**config.mk**
```make
export PLATFORM = sky130hd
export DESIGN_NAME = instruction_fetch
export DESIGN_NICKNAME = d
export VERILOG_FILES = /design/src/rtl/instruction_fetch.sv
export SDC_FILE = /design/constraint.sdc
export NUM_CORES = 1
export LEC_CHECK = 0
export BUFFER_PORTS_ARGS = -buffer_cell sky130_fd_sc_hd__buf_2
export CORE_MARGIN = 5
export CORE_UTILIZATION = 53
export CTS_CLUSTER_DIAMETER = 80
export DETAILED_ROUTE_END_ITERATION = 7
export PLACE_DENSITY = 0.86
export SLEW_MARGIN = 10
export SYNTH_ARGS = -nofsm -noshare
export SYNTH_HDL_FRONTEND = slang
export SYNTH_SLANG_ARGS = --single-unit
```
**constraint.sdc**
```tcl
create_clock -name clock -period 3.1 [get_ports clock]
set_input_delay 0.465 -clock clock [delete_from_list [all_inputs] [get_ports clock]]
set_output_delay 0.465 -clock clock [all_outputs]
set_load 0.02 [all_outputs]
```
**src/rtl/instruction_fetch.sv**
```systemverilog
// Instruction fetch stage: PC register, IF/ID pipeline register and a BOOT/RUN/HALTED
// control FSM with branch/jump redirect, stall and a sticky halt.
module instruction_fetch #(
  parameter logic [31:0] RESET_PC = 32'h0000_0000,
  parameter int          CNT_W    = 16
) (
  input  logic             clock,
  input  logic             reset_n,
  input  logic             stall,
  input  logic             branch_taken,
  input  logic [31:0]      branch_target,
  input  logic             jump,
  input  logic [31:0]      jump_target,
  input  logic             halt,
  input  logic [31:0]      instruction,
  output logic [31:0]      inst_address,
  output logic [31:0]      ifid_instruction,
  output logic [31:0]      ifid_pc_plus4,
  output logic             ifid_valid,
  output logic             misalign_err,
  output logic             halted,
  output logic [CNT_W-1:0] fetch_count
);

  typedef enum logic [1:0] {
    BOOT   = 2'd0,
    RUN    = 2'd1,
    HALTED = 2'd2
  } state_t;

  localparam logic [31:0] RESET_PC_ALIGNED = {RESET_PC[31:2], 2'b00};

  state_t             state_q;
  logic [31:0]        pc_q;
  logic [31:0]        ifid_instruction_q;
  logic [31:0]        ifid_pc_plus4_q;
  logic               ifid_valid_q;
  logic               misalign_q;
  logic               halted_q;
  logic [CNT_W-1:0]   fetch_count_q;

  logic               redirect_d;
  logic [31:0]        target_d;
  logic [31:0]        pc_plus4_d;
  logic [CNT_W-1:0]   fetch_count_d;

  // Branch wins over jump when both redirect in the same cycle.
  assign redirect_d    = branch_taken | jump;
  assign target_d      = branch_taken ? branch_target : jump_target;
  assign pc_plus4_d    = pc_q + 32'd4;
  assign fetch_count_d = fetch_count_q + {{(CNT_W-1){1'b0}}, 1'b1};

  always_ff @(posedge clock) begin
    if (!reset_n) begin
      state_q            <= BOOT;
      pc_q               <= RESET_PC_ALIGNED;
      ifid_instruction_q <= 32'h0000_0000;
      ifid_pc_plus4_q    <= 32'h0000_0000;
      ifid_valid_q       <= 1'b0;
      misalign_q         <= 1'b0;
      halted_q           <= 1'b0;
      fetch_count_q      <= '0;
    end else begin
      misalign_q <= 1'b0;
      unique case (state_q)
        BOOT: begin
          state_q <= RUN;
        end
        RUN: begin
          if (halt) begin
            state_q            <= HALTED;
            halted_q           <= 1'b1;
            ifid_instruction_q <= 32'h0000_0000;
            ifid_valid_q       <= 1'b0;
          end else if (redirect_d) begin
            // Redirect squashes the in-flight fetch even while stalled.
            pc_q               <= {target_d[31:2], 2'b00};
            ifid_instruction_q <= 32'h0000_0000;
            ifid_valid_q       <= 1'b0;
            misalign_q         <= |target_d[1:0];
          end else if (!stall) begin
            pc_q               <= pc_plus4_d;
            ifid_instruction_q <= instruction;
            ifid_pc_plus4_q    <= pc_plus4_d;
            ifid_valid_q       <= 1'b1;
            fetch_count_q      <= fetch_count_d;
          end
        end
        HALTED: begin
          ifid_valid_q <= 1'b0;
        end
        default: begin
          state_q <= BOOT;
        end
      endcase
    end
  end

  assign inst_address     = pc_q;
  assign ifid_instruction = ifid_instruction_q;
  assign ifid_pc_plus4    = ifid_pc_plus4_q;
  assign ifid_valid       = ifid_valid_q;
  assign misalign_err     = misalign_q;
  assign halted           = halted_q;
  assign fetch_count      = fetch_count_q;

endmodule

```
==> metrics <==
total power ~4.5 mW; Multi-input gate area 3074 sq um; most frequent cells after synthesis 113 x dfxtp_1, 85 x a21oi_1, 81 x nand2_1; pwr/cell area 616.3 nW/um^2; YS warnings 0; number of flops mapped to enable cells by yosys 0; Finish-stage setup viols 0; peak supply drop approximately 0.00036 V; HP Class in -> reg; postcts setup bufs 0; CP startpoint kind register; die area 12700 sq um; total global-route track usage 26.60%; core area 10320 sq um; cts hold-fix bufs 0; I/O pin cnt 217; RD Place Congestion slightly below 0.9; Core Rows 37; post-layout min period about 2300 ps; antenna fix cells 0; sum of negative setup slack 0 ps; Synth area leader dfxtp_1; Starting Density between 50% and 60%; fill count 878; CTS Buf Count 17; Max Buffers Root-to-Sink 2; ys async rst share 0%; worst-path fanout max 12; Mapped Area roughly 5600 sq um; clock skew 11.40 ps; post-DR wirelength/cell 16.82 um; Total Wirelength 17.45 mm; post-layout instance area 7330 sq um; LEAKAGE 3.171 nW; worst-margin pin slew 633.6 ps; number of global-route vias before repair 5723; DR DRC count 0; initial antenna violation count 1; fin. max-slew vios 0; endpoint class of the critical path register; register area 2262 sq um; Worst-path clk slew 60 ps; slew margin rel. 57.44%; Area after DPL 6711 sq um; DRT antenna net count 0; WHS 191.3 ps; RSZ-0062 raised after global routing no; die height approximately 110 um; Max-cap violations 0; cts repair resizes 0; Nets 996; CTS tree yes; count leader, synth dfxtp_1; Area Overhead vs Synth 31.17%; critical path type reg -> reg; top cells by area, synth dfxtp_1 40%, a21oi_1 7.6%, nand2_1 5.4%, nand3_1 4.5%, o21ai_0 4.5%; fin crit share 73.03%; clk_lat worst skew 520 ps; detailed placer's ending HPWL approximately 12 mm; Fmax achieved 441.7 MHz; Crit path arrival time between 2000 and 3000 ps; buffers added on ports 212; drt first-iter violations 652; post-layout util 71.00%; post-synth top area share approximately two fifths; Die X-Extent 112.7 um; Yosys cell types 57; CP peak stage delay 480 ps; Hold Violations, Final 0; Pre-Repair DR Iteration Count 8; htree depth 4; vias per cell slightly below 6; ys flop type dfxtp_1; outcome finished clean; largest net degree at the start of global routing 59; first-pass GRT wire length 27.72 mm; share of post-route cells with drive strength above 1 a little under a third; Yosys reg bits between 100 and 150; Cell Chain, Critical Path ha_1 > nand3_1 > nor4_2 > buf_4 > nand2_1 > and3_1 > o31a_1; Root Driver clkbuf_8; CP Data Required Time around 3500 ps; Seq/Total Area, Yosys 40.48%; mean area per synthesized cell 7.971 sq um; DR vias 6067; GRT Residual Overflow 0; Gate Count Post-Synth 701; Max stage delay cell, worst path dfxtp_1; CTS sink cnt 113
flip-flops by register name (all words and copies together) (netlist names):
| name | count |
|---|---|
| fetch_count | 16 |
| ifid_pc_plus4 | 30 |
| ifid_instruction | 32 |
| ifid_valid | 1 |
| halted | 1 |
| inst_address | 30 |
| misalign_err | 1 |
| state_q | 2 |
critical path: cells and delay by family, from the launching register on:
| kind | cells | cell delay, ps |
|---|---|---|
| AND/OR/NAND/NOR | 4 | 920 |
| flip-flops | 1 | 480 |
| AO/OA/AOI/OAI | 1 | 270 |
| adder cells (fa/ha/maj) | 1 | 250 |
| buffers and inverters | 1 | 230 |
layout by cell type, fill, tap and decap left out, types with 16 or more instances in the layout:
master,Yosys,routed
nand3_1,50,50
dfxtp_1,113,113
nand4_1,16,16
buf_2,7,212
nand2_1,81,81
nor3_1,19,18
o21ai_0,50,50
xnor2_1,19,19
a21oi_1,85,84
xor2_1,23,23
nor2_1,47,46
clkbuf_16,0,16
cell families after synthesis:
family / Yosys count / synth area share (%)
DFF: 113 / 40.48
and+or+nand+nor: 256 / 22.95
adders and majority gates: 6 / 1.343
xor gates and xnor gates: 42 / 6.583
AOI/OAI and AO/OA: 210 / 22.66
other: 1 / 0.06711
buffers and inverters: 68 / 5.016
muxes: 5 / 0.8957
path summary, 6_finish.rpt:
check	from	to	slack, ps	cells past startpoint
max	inst_address[2]$_SDFFE_PN0P_	inst_address[30]$_SDFFE_PN0P_	840	7
min	instruction[10]	ifid_instruction[10]$_SDFFE_PN0P_	190	3
max reg2reg	inst_address[2]$_SDFFE_PN0P_	inst_address[30]$_SDFFE_PN0P_	840	7
min reg2reg	ifid_instruction[4]$_SDFFE_PN0P_	ifid_instruction[4]$_SDFFE_PN0P_	450	2
per-layer routing:
layer | global-route usage (%) | up-vias | share of wire [%]
met4 | 12.34 | 2 | 3.6
met1 | 33.17 | 2779 | 40
met3 | 7.062 | 64 | 9.5
met2 | 42.81 | 329 | 47
met5 | 0 | - | 0.063
li1 | - | 2893 | -
report_power, final:
| group | total, mW | switching (mW) | internal, mW |
|---|---|---|---|
| logic | 0.846 | 0.550 | 0.297 |
| registers | 1.66 | 0.115 | 1.54 |
| clock network | 2.01 | 0.731 | 1.28 |
cell type report:
class	count	area share, %
clock buffer	19	6.026
tap	136	2.322
timing repair buffer	226	16.08
sequential	113	30.86
clock inverter	13	2.407
multi-input combinational	523	41.94
inverter	7	0.3585
per-stage QoR:
stage                     worst slack (ps)  cells
final                                836.1   1037
after floorplan                       1037    704
after global routing                 646.0   1037
after CTS                            857.7   1037
after detailed placement             734.3   1005
after global placement               779.9   1005
(Power assumes the default switching activity.)
